`src/rtl/serial_ripple_subtractor_pkg.sv`:
```
// Shared definitions for the serial ripple-borrow subtractor: FSM state
// encoding, default geometry and the digit-counter width helper.
package serial_sub_pkg;

    localparam int unsigned DEFAULT_WIDTH = 8;
    localparam int unsigned DEFAULT_DIGIT = 1;

    typedef enum logic [1:0] {
        IDLE = 2'd0,
        RUN  = 2'd1,
        DONE = 2'd2
    } sub_state_e;

    // Width of the digit counter: clog2 of the digit count, never below one
    // bit so a single-digit configuration still has a legal vector.
    function automatic int unsigned cnt_width(input int unsigned width,
                                              input int unsigned digit);
        int unsigned w;
        w = $clog2(width / digit);
        if (w == 0) begin
            w = 1;
        end
        return w;
    endfunction

endpackage

```
`src/rtl/serial_ripple_subtractor_full_subtractor.sv`:
```
// One-bit full subtractor: d = x - y - bi with borrow-out bo.
module full_subtractor (
    input  logic x,
    input  logic y,
    input  logic bi,
    output logic d,
    output logic bo
);

    assign d  = x ^ y ^ bi;
    assign bo = (~x & y) | (~(x ^ y) & bi);

endmodule

```
`src/rtl/serial_ripple_subtractor.sv`:
```
// Multi-cycle subtractor: diff = a - b - b_in, DIGIT bits per clock through a
// short ripple-borrow chain, borrow registered between digits. Valid/ready
// handshakes on both sides. Optional feature macro: SERIAL_SUB_OVERFLOW_EN
// adds the ovf output (signed overflow of the subtraction).
module serial_ripple_subtractor
    import serial_sub_pkg::*;
#(
    parameter int unsigned WIDTH = DEFAULT_WIDTH,
    parameter int unsigned DIGIT = DEFAULT_DIGIT
) (
    input  logic             clk,
    input  logic             rst,
    input  logic             in_valid,
    output logic             in_ready,
    input  logic [WIDTH-1:0] a,
    input  logic [WIDTH-1:0] b,
    input  logic             b_in,
    output logic             out_valid,
    input  logic             out_ready,
    output logic [WIDTH-1:0] diff,
    output logic             b_out,
    output logic             busy
`ifdef SERIAL_SUB_OVERFLOW_EN
    ,
    output logic             ovf
`endif
);

    localparam int unsigned NDIG = WIDTH / DIGIT;
    localparam int unsigned CW   = cnt_width(WIDTH, DIGIT);
    localparam logic [CW-1:0] LAST_DIG = CW'(NDIG - 1);

    if ((WIDTH % DIGIT) != 0) begin : g_bad_digit
        $error("serial_ripple_subtractor: DIGIT must divide WIDTH exactly");
    end

    sub_state_e         state_q;
    logic [WIDTH-1:0]   a_q;
    logic [WIDTH-1:0]   b_q;
    logic [WIDTH-1:0]   diff_q;
    logic [CW-1:0]      cnt_q;
    logic               borrow_q;
    logic               last_q;      // all digits processed, finishing cycle next
    logic               in_ready_q;
    logic               out_valid_q;
    logic               busy_q;
    logic               b_out_q;
`ifdef SERIAL_SUB_OVERFLOW_EN
    logic               a_msb_q;
    logic               b_msb_q;
    logic               ovf_q;
`endif

    logic [DIGIT:0]       chain_s;
    logic [DIGIT-1:0]     dig_s;
    logic [WIDTH+DIGIT-1:0] diff_cat_s;
    logic [WIDTH-1:0]     diff_d;

    // Ripple-borrow chain for the current digit, seeded by the stored borrow.
    assign chain_s[0] = borrow_q;
    for (genvar i = 0; i < DIGIT; i++) begin : g_fs
        full_subtractor u_fs (
            .x  (a_q[i]),
            .y  (b_q[i]),
            .bi (chain_s[i]),
            .d  (dig_s[i]),
            .bo (chain_s[i+1])
        );
    end

    // New digit enters at the MSB end so the first digit lands in the LSBs.
    assign diff_cat_s = {dig_s, diff_q};
    assign diff_d     = diff_cat_s[WIDTH+DIGIT-1:DIGIT];

    // Control FSM, operand/result shift registers and registered outputs.
    always_ff @(posedge clk) begin
        if (rst) begin
            state_q     <= IDLE;
            a_q         <= {WIDTH{1'b0}};
            b_q         <= {WIDTH{1'b0}};
            diff_q      <= {WIDTH{1'b0}};
            cnt_q       <= {CW{1'b0}};
            borrow_q    <= 1'b0;
            last_q      <= 1'b0;
            in_ready_q  <= 1'b1;
            out_valid_q <= 1'b0;
            busy_q      <= 1'b0;
            b_out_q     <= 1'b0;
`ifdef SERIAL_SUB_OVERFLOW_EN
            a_msb_q     <= 1'b0;
            b_msb_q     <= 1'b0;
            ovf_q       <= 1'b0;
`endif
        end else begin
            case (state_q)
                IDLE: begin
                    if (in_valid && in_ready_q) begin
                        a_q        <= a;
                        b_q        <= b;
                        borrow_q   <= b_in;
                        cnt_q      <= {CW{1'b0}};
                        last_q     <= 1'b0;
                        in_ready_q <= 1'b0;
                        busy_q     <= 1'b1;
                        state_q    <= RUN;
`ifdef SERIAL_SUB_OVERFLOW_EN
                        a_msb_q    <= a[WIDTH-1];
                        b_msb_q    <= b[WIDTH-1];
                        ovf_q      <= 1'b0;
`endif
                    end else begin
                        state_q <= IDLE;
                    end
                end
                RUN: begin
                    if (last_q) begin
                        // Final borrow and full difference are settled: publish.
                        b_out_q     <= borrow_q;
                        out_valid_q <= 1'b1;
                        state_q     <= DONE;
`ifdef SERIAL_SUB_OVERFLOW_EN
                        ovf_q       <= (a_msb_q != b_msb_q) &&
                                       (diff_q[WIDTH-1] != a_msb_q);
`endif
                    end else begin
                        a_q      <= a_q >> DIGIT;
                        b_q      <= b_q >> DIGIT;
                        diff_q   <= diff_d;
                        borrow_q <= chain_s[DIGIT];
                        cnt_q    <= cnt_q + CW'(1);
                        if (cnt_q == LAST_DIG) begin
                            last_q <= 1'b1;
                        end else begin
                            last_q <= 1'b0;
                        end
                    end
                end
                DONE: begin
                    if (out_ready) begin
                        out_valid_q <= 1'b0;
                        in_ready_q  <= 1'b1;
                        busy_q      <= 1'b0;
                        state_q     <= IDLE;
                    end else begin
                        state_q <= DONE;
                    end
                end
                default: begin
                    state_q     <= IDLE;
                    in_ready_q  <= 1'b1;
                    out_valid_q <= 1'b0;
                    busy_q      <= 1'b0;
                end
            endcase
        end
    end

    assign in_ready  = in_ready_q;
    assign out_valid = out_valid_q;
    assign busy      = busy_q;
    assign diff      = diff_q;
    assign b_out     = b_out_q;
`ifdef SERIAL_SUB_OVERFLOW_EN
    assign ovf       = ovf_q;
`endif

endmodule
```
`config.mk`:
```
export PLATFORM = sky130hd
export DESIGN_NAME = serial_ripple_subtractor
export DESIGN_NICKNAME = d
export VERILOG_FILES = /design/src/rtl/serial_ripple_subtractor_pkg.sv /design/src/rtl/serial_ripple_subtractor_full_subtractor.sv /design/src/rtl/serial_ripple_subtractor.sv
export SDC_FILE = /design/constraint.sdc
export NUM_CORES = 1
export LEC_CHECK = 0
export BUFFER_PORTS_ARGS = -buffer_cell sky130_fd_sc_hd__buf_2
export CAP_MARGIN = 20
export CORE_MARGIN = 2
export CORE_UTILIZATION = 30
export CTS_CLUSTER_DIAMETER = 60
export DETAILED_ROUTE_END_ITERATION = 8
export PLACE_DENSITY = 0.48
export SYNTH_ARGS = -nofsm -noshare
export SYNTH_HDL_FRONTEND = slang
export SYNTH_SLANG_ARGS = --single-unit
```
`constraint.sdc`:
```
create_clock -name clk -period 1.5 [get_ports clk]
set_input_delay 0.15 -clock clk [delete_from_list [all_inputs] [get_ports clk]]
set_output_delay 0.15 -clock clk [all_outputs]
set_load 0.01 [all_outputs]
```
After elaboration in Yosys (flattened, before gate mapping)

Index checks and enable logic that the tools add are counted.

Bits in registers: 35
Input bits: 21
Word-level logic and storage cells: 65

$add $sub $neg: 1
Equal/unequal tests: 7
Mux-type cells: 27
Bitwise operators: 10
Reduce and logical (&&, ||, !) cells: 9

Operator list:

| operator                                                               | count |
|---|---|
| 8-bit two-way mux                                                      | 4 |
| 8-bit one-hot mux with 2 select lines                                  | 2 |
| 1-bit two-way mux                                                      | 10 |
| 1-bit one-hot mux with 3 select lines                                  | 3 |
| 3-bit AND reduction                                                    | 3 |
| 2-bit != test (second input constant)                                  | 4 |
| 3-bit two-way mux                                                      | 2 |
| 2-bit one-hot mux with 3 select lines                                  | 1 |
| 3-bit one-hot mux with 2 select lines                                  | 1 |
| 2-bit AND reduction                                                    | 3 |
| 1-bit inverter                                                         | 5 |
| 2-bit two-way mux                                                      | 2 |
| 1-bit one-hot mux with 2 select lines                                  | 2 |
| 3-bit by 1-bit adder with 3-bit output (second input constant)         | 1 |
| 3-bit equality test (second input constant)                            | 1 |
| 1-bit AND                                                              | 2 |
| 2-bit by 1-bit equality test with 1-bit output (second input constant) | 1 |
| 2-bit equality test (second input constant)                            | 1 |
| 2-bit zero test                                                        | 1 |
| 2-bit nonzero test                                                     | 1 |
| 1-bit bitwise XOR                                                      | 2 |
| 1-bit logical AND                                                      | 1 |
| 1-bit bitwise OR                                                       | 1 |

Longest topological paths before layout

Gate-level depths: netlist of run 1.

Depth after elaboration: 6
Gate-level depth with buffers: 6
Gate-level depth less buffers: 5

Cells and area by module

From an unflattened synthesis of run 1, not the netlist that was laid out.

Cell total of the unflattened synthesis: 168
Area, all modules: 1,650.3 sq um

By module, submodules not included:

| module                   | times used | cells an instance | area an instance (sq um) |
|---|---|---|---|
| serial_ripple_subtractor | 1          | 164               | 1,619.1 |
| full_subtractor          | 1          | 4                 | 31.3 |

Worst setup path after synthesis of run 1

No wires, ideal clock.

Kind: flip-flop to flip-flop
From: reg state_q[1]
To: reg a_q[0]
Setup time: 0.143 ns
Arrival: 1.179 ns
Slack: 0.178 ns
Cell stages (with the launch flop): 7
Period minus slack after synthesis: 1.322 ns
Cells stage by stage: dfxtp_1 buf_6 or3b_1 buf_4 nand2_8 buf_8 a211oi_2

Longest elaborated chain between the ends: 3
Elaborated cells on any way between the ends: 7
Classes of those cells: eq/ne: 3; mux: 1; reduce/logical: 3

Ends and longest elaborated chain:

| what                                                                                     | RTL line                        | text |
|---|---|---|
| from (decl)                                                                              | serial_ripple_subtractor.sv:37  | `sub_state_e state_q;` |
| from (signal assigned)                                                                   | serial_ripple_subtractor.sv:78  | `state_q <= IDLE;` |
| from (signal assigned)                                                                   | serial_ripple_subtractor.sv:105 | `state_q <= RUN;` |
| from (signal assigned)                                                                   | serial_ripple_subtractor.sv:112 | `state_q <= IDLE;` |
| 2-bit by 1-bit equality test with 1-bit output / 2-bit zero test (equally long branches) | serial_ripple_subtractor.sv:95  | `case (state_q)` |
| 2-bit != test (no source line) / 2-bit nonzero test (equally long branches)              | -                               |  |
| 3-bit AND reduction (no source line)                                                     | -                               |  |
| to (signal assigned)                                                                     | serial_ripple_subtractor.sv:79  | `a_q <= {WIDTH{1'b0}};` |
| to (signal assigned)                                                                     | serial_ripple_subtractor.sv:126 | `a_q <= a_q >> DIGIT;` |
| to (decl)                                                                                | serial_ripple_subtractor.sv:38  | `logic [WIDTH-1:0] a_q;` |

Parallel ways exist; a longest one is shown, timed or not.
A chain may end at the register's enable or synchronous reset.

Final worst setup path of run 1

From: reg state_q[1]
To: reg b_q[1]

Longest elaborated chain between the ends: 3
Elaborated cells on any way between the ends: 7
Classes of those cells: eq/ne: 3; mux: 1; reduce/logical: 3

Ends and longest elaborated chain:

| what                                                                                     | RTL line                        | text |
|---|---|---|
| 2-bit by 1-bit equality test with 1-bit output / 2-bit zero test (equally long branches) | serial_ripple_subtractor.sv:95  |  |
| 2-bit != test (no source line) / 2-bit nonzero test (equally long branches)              | -                               |  |
| 3-bit AND reduction (no source line)                                                     | -                               |  |
| to (signal assigned)                                                                     | serial_ripple_subtractor.sv:80  | `b_q <= {WIDTH{1'b0}};` |
| to (signal assigned)                                                                     | serial_ripple_subtractor.sv:127 | `b_q <= b_q >> DIGIT;` |
| to (decl)                                                                                | serial_ripple_subtractor.sv:39  | `logic [WIDTH-1:0] b_q;` |

Parallel ways exist; a longest one is shown, timed or not.

==> results of run 1 <==
[worst min-delay path by stage]
stage | startpoint | cells after the start | end
global placement | b[7] | 3 | b_q[7]
floorplan | a[7] | 2 | a_q[7]
finish | a[7] | 3 | a_q[7]
global route | a[7] | 3 | a_q[7]
detailed placement | a[7] | 3 | a_q[7]
CTS | a[7] | 3 | a_q[7]
[synth_stat cells, drive strengths merged]
| library cell | count | area share |
|---|---|---|
| nor3 | 16 | 0.049 |
| o21ai | 2 | 0.0062 |
| dfxtp | 35 | 0.43 |
| nand2b | 2 | 0.0077 |
| a21oi | 18 | 0.055 |
| inv | 3 | 0.0069 |
| fa | 1 | 0.012 |
| a31oi | 1 | 0.0039 |
| nor2 | 3 | 0.0069 |
| or3 | 1 | 0.0039 |
| a211oi | 15 | 0.10 |
| ha | 2 | 0.015 |
| nor4bb | 1 | 0.015 |
| nand3b | 1 | 0.0046 |
| nor3b | 1 | 0.012 |
| buf | 12 | 0.068 |
| or2 | 1 | 0.0039 |
| or3b | 1 | 0.0054 |
| nand2 | 23 | 0.063 |
| nand4bb | 1 | 0.0069 |
| mux2i | 15 | 0.092 |
| o21bai | 1 | 0.0046 |
| nand3 | 5 | 0.015 |
| clkbuf | 4 | 0.0092 |
[per-stage QoR]
stage / power, uW / std cells
3_3_place_gp: 1495 / 262
5_1_grt: 2265 / 270
6_report: 2142 / 270
2_1_floorplan: 1410 / 165
3_5_place_dp: 1515 / 262
4_1_cts: 2183 / 270
[flip-flops by register name, summed over array words and instances (netlist names)]
signal and flops:
diff 8, b_q 8, borrow_q 1, last_q 1, busy 1, state_q 2
in_ready 1, out_valid 1, cnt_q 3, a_q 8, b_out 1
[metal layers]
metal / wire length, um / part of all wire
met1: 1522 / 0.43
met2: 1779 / 0.50
met3: 162 / 0.046
met4: 61 / 0.017
met5: 0 / 0
[timing repair]
action,4_1_cts,5_1_grt
setup buffers,0,0
endpoints found under the setup margin,1,6
gates cloned,0,0
endpoints found under the hold margin,0,0
gates resized for setup,2,1
[worst max-delay path, delay by kind of cell, from the launching register on]
| kind | cells | cell delay (ns) |
|---|---|---|
| AND/OR/NAND/NOR | 2 | 0.36 |
| AO/OA/AOI/OAI | 1 | 0.24 |
| buffers and inverters | 2 | 0.35 |
| flip-flops | 1 | 0.37 |
[report_power, final]
part / internal [uW] / switching (uW) / total [uW]
Combinational: 205 / 236 / 440
Clock: 324 / 325 / 649
Sequential: 1010 / 47.7 / 1050
Total: 1530 / 608 / 2140
[logic make-up after synthesis]
group	after synthesis	share of synthesized area
mux	15	0.09245
fa+ha+maj	3	0.02773
flops	35	0.4314
compound gates	37	0.1703
simple gates	56	0.1941
buf+inv	19	0.08397
[cell type report]
| type | instances | area share |
|---|---|---|
| clock inverters | 2 | 0.006431 |
| repair buffers | 43 | 0.1395 |
| inverters | 3 | 0.005788 |
| clock buffers | 6 | 0.03730 |
| well taps | 70 | 0.04502 |
| multi-input cells | 111 | 0.4045 |
| flip-flops and latches | 35 | 0.3614 |
==> results.py, run 1 <==
metrics = {
    "critical_path": {
        "required_ns": 1.68,
        "arrival_ns": 1.60,
        "slowest_delay_ns": 0.37,
        "ff2ff_path_depth": 5,
        "startpoint": "state_q[1]",
        "regToRegEndpoint": "b_q[1]",
        "crit_path_end_kind": "register",
        "slowest_stage": "dfxtp_2",
        "cp-start-kind": "register",
        "crit_path_cell_trace": "buf_4 -> nor4bb_4 -> buf_6 -> nor3_1 -> a211oi_1",
        "crit_fanout": 12,
        "path_class": "reg2reg",
        "r2r_slack_ns": 0.08,
        "rr_startpoint": "state_q[1]",
        "endpoint": "b_q[1]",
    },
    "die": {
        "chipWidth_um": 77.58,
        "start_util": 0.3140,
        "die-area_um2": 6018,
        "dieHeight_um": 77.58,
        "coreArea_um2": 5172,
        "io-pin-count": 33,
        "fp-row-count": 26,
    },
    "timing": {
        "setup_slack_ns": 0.08310,
        "period_needed_ns": 1.417,
        "finalCritPeriodShare": 0.9446,
        "setup_tns_ns": 0,
        "skew_ns": 0.01052,
        "slew_headroom": 0.7257,
        "setup_viol": 0,
        "max_freq_mhz": 705.8,
        "rsz0062_at_grt": "false",
        "hold_ws_ns": 0.1103,
        "maxSlewViolCount": 0,
        "hold_violations": 0,
        "worstMarginPinSlew_ns": 0.4115,
    },
    "cts": {
        "clock_latency_ns": 0.28,
        "cts_buffer_depth": 2,
        "ctsHoldBuffers": 0,
        "htreeDepth": 2,
        "cts_tree": "done",
        "clkSinkCount": 35,
        "root_buffer": "clkbuf_8",
        "numCtsBuffers": 5,
        "clk_pin_slew_worst_paths_ns": 0.07,
    },
    "placed_design": {
        "placed_cell_area_um2": 1854,
        "preCtsSetupSlack_ns": 0.05758,
        "hpwl_mm": 2.598,
        "place.gp.congestion": 0.7161,
        "numPortBuffers": 32,
    },
    "global_routing": {
        "grt_first_pass_wirelength_mm": 6.196,
        "grt_pass1_vias": 1337,
        "antenna_found_initial": 0,
        "grt.busiest_layer": "met2",
        "grt_max_degree": 27,
        "use_met3": 0.04186,
        "met1_usage": 0.1512,
        "grt-ovfl-total": 0,
        "grtUsageTotal": 0.1295,
        "grt_util_met2": 0.2165,
    },
    "finish": {
        "post-route-util": 0.3761,
        "fill_cells": 541,
        "drive_above_1_share": 0.3300,
        "antenna_cells": 0,
        "fin_area_um2": 1946,
        "final_cell_mix": "33 x dfxtp_1, 32 x buf_2, 22 x nand2_1",
        "multiInputGateArea_um2": 787.0,
        "final_common_cell": "dfxtp_1",
        "area_growth_pct": 19.80,
        "fin_nets": 223,
        "seqCellArea_um2": 703.2,
    },
    "synth": {
        "synth_cell_types": 29,
        "synth_cells": 165,
        "synth.net_count": 189,
        "synth_seq_area_share": 0.4314,
        "syn_area_per_cell_um2": 9.843,
        "ys_ff_latch": 35,
        "ys_warn_count": 0,
        "syn_area_um2": 1624,
    },
    "routing": {
        "drt_iter0_markers": 46,
        "route.detailed.drc": 0,
        "wire_per_inst_um": 13.06,
        "dr.pass1.iters": 4,
        "postRouteAntennaNets": 0,
        "drt_wl_total_mm": 3.525,
        "viasPerCell": 4.800,
        "via_count": 1296,
    },
    "power": {
        "pwr_density_cell_nw_per_um2": 1101,
        "ir_drop_mv": 0.3308,
        "leakage_uw": 0.0007560,
    },
    "hold_path": {
        "hp-class": "in2reg",
    },
    "job": {
        "maxCapViolCount": 0,
    },
    "outcome": {
        "status": "completed",
    },
}
No activity file was read; power rests on OpenSTA's default activity.
==> run 2, diff against run 1 <==
==> constraint.sdc (replaced) <==
create_clock -name clk -period 1.45 [get_ports clk]
set_input_delay 0.145 -clock clk [delete_from_list [all_inputs] [get_ports clk]]
set_output_delay 0.145 -clock clk [all_outputs]
set_load 0.02 [all_outputs]
==> run 2 against run 1 <==
Against the previous run:
- core utilization up 2.2 points
- sequential share of layout area shrank 1.9 points
- power grew 23%
- final cell count increased by 2.2%
- die area stayed put
- setup slack is essentially flat
- global-route usage barely moved
- clock skew decreased by 0.0022 ns
- sequential power grew 4%
- highest routed layer unchanged
==> results.py, run 2 (synthesis gave the netlist of run 1 again) <==
metrics = {
    "placed_design": {
        "preCtsSetupSlack_ns": 0.04025,
        "place.gp.congestion": 0.7095,
        "placed_cell_area_um2": 1842,
        "hpwl_mm": 2.515,
        "dp_cells": 262,
        "numPortBuffers": 32,
    },
    "routing": {
        "via_count": 1336,
        "wire_per_inst_um": 13.25,
        "route.detailed.drc": 0,
        "drt_wl_total_mm": 3.657,
        "postRouteAntennaNets": 0,
        "viasPerCell": 4.841,
        "drt_iter0_markers": 24,
        "dr.pass1.iters": 4,
    },
    "finish": {
        "area_growth_pct": 26.89,
        "fin_nets": 229,
        "fin_area_um2": 2061,
        "layout.cells.non_filler": 276,
        "drive_above_1_share": 0.3786,
        "antenna_cells": 0,
        "final_cell_mix": "33 x dfxtp_1, 33 x buf_2, 22 x nand2_1",
    },
    "die": {
        "coreArea_um2": 5172,
        "die-area_um2": 6018,
        "io-pin-count": 33,
        "dieHeight_um": 77.58,
        "fp-row-count": 26,
        "chipWidth_um": 77.58,
        "start_util": 0.3140,
    },
    "critical_path": {
        "slowest_stage": "nor4bb_4",
        "path_class": "reg2reg",
        "slowest_delay_ns": 0.36,
        "crit_path_cell_trace": "buf_6 -> nor4bb_4 -> buf_4 -> nor3_1 -> a211oi_2",
        "required_ns": 1.66,
        "arrival_ns": 1.57,
        "crit_fanout": 6,
        "crit_buf_inv": 2,
        "crit_family": "simple AND/OR/NAND/NOR gates",
        "crit_path_end_kind": "register",
        "cp-start-kind": "register",
    },
    "global_routing": {
        "grt_max_degree": 27,
        "grt-ovfl-total": 0,
        "grtUsageTotal": 0.1293,
        "grt_pass1_vias": 1288,
        "antenna_found_initial": 0,
        "grt_first_pass_wirelength_mm": 6.175,
    },
    "cts": {
        "clkSinkCount": 35,
        "ctsHoldBuffers": 0,
        "cts_buffer_depth": 2,
        "numCtsBuffers": 5,
        "root_buffer": "clkbuf_8",
        "cts_tree": "done",
        "clock_latency_ns": 0.29,
        "clk_pin_slew_worst_paths_ns": 0.07,
        "htreeDepth": 2,
    },
    "power": {
        "pwr_density_cell_nw_per_um2": 1276,
        "clkPwrFrac": 0.398,
        "p_int_uw": 1956,
        "p_comb_frac": 0.189,
        "switching_power_uw": 672.6,
        "leakage_uw": 0.0008131,
        "ir_drop_mv": 0.6917,
        "pwr-share-seq": 0.413,
        "switching_share": 0.2558,
    },
    "timing": {
        "finalCritPeriodShare": 0.9426,
        "setup_viol": 0,
        "slew_headroom": 0.7762,
        "setup_slack_ns": 0.08327,
        "rsz0062_at_grt": "true",
        "max_freq_mhz": 731.7,
        "maxSlewViolCount": 0,
        "skew_ns": 0.008308,
        "period_needed_ns": 1.367,
        "worstMarginPinSlew_ns": 0.3352,
        "hold_violations": 0,
    },
    "outcome": {
        "status": "completed",
    },
    "hold_path": {
        "hp-class": "in2reg",
    },
    "job": {
        "maxCapViolCount": 0,
    },
}
==> run 2: cell types whose count changed in the layout (fill, tap and decap cells not counted), sizes merged <==
cell,previous run,this run
buf,43,49
bufinv,0,2
clkinv,1,0
clkinvlp,1,0
==> run 2: final timing paths <==
path / slack, ns / from / depth (start not counted) / endpoint
setup / recovery: 0.08 / state_q[0] / 5 / a_q[0]
hold / removal: 0.11 / a[7] / 3 / a_q[7]
setup reg to reg: 0.08 / state_q[0] / 5 / a_q[0]
hold reg to reg: 0.46 / out_valid / 2 / out_valid
==> run 2: through the flow <==
step / util / setup TNS (ns) / power, uW / hold slack (ns)
2_1_floorplan: - / 0 / 1466 / 0.2810
3_3_place_gp: 0.3561 / 0 / 1550 / 0.4074
3_5_place_dp: 0.3561 / 0 / 1566 / 0.4052
4_1_cts: 0.3817 / 0 / 2619 / 0.09378
5_1_grt: 0.3984 / -0.04434 / 2763 / 0.1138
6_report: 0.3984 / 0 / 2629 / 0.1094
==> run 2: layout make-up <==
class / instances / area, um^2
fillers: 514 / 3112
multi-input cells: 111 / 814.5
flip-flops and latches: 35 / 705.7
repair buffers: 49 / 309.0
well taps: 70 / 87.58
clock buffers: 6 / 72.57
clock inverters: 2 / 60.06
inverters: 3 / 11.26
==> run 2: repair_timing <==
action                                  in CTS  in global routing
resized for setup                            0                 13
setup buffers                                0                  5
endpoints found under the setup margin       0                 15
==> run 2: worst reg2reg max path: stages (launching register included) <==
cell,delay [ns]
dfxtp_2,0.34
buf_6,0.13
nor4bb_4,0.36
buf_4,0.22
nor3_1,0.06
a211oi_2,0.18
==> run 2: layer usage <==
layer  global-route usage  wire, um  up-vias
met5                    0         0        -
met4              0.04821        56        0
met3              0.04186       193        6
met2               0.2104      1743       30
met1               0.1591      1663      642
li1                     -         -      658
==> run 2: power groups by stage <==
stage	registers, uW	logic (uW)	clock network [uW]
after CTS	1090	460	1070
after detailed placement	1110	458	0
after floorplan	1110	359	0
after global placement	1110	444	0
after global routing	1100	548	1110
final	1090	496	1050
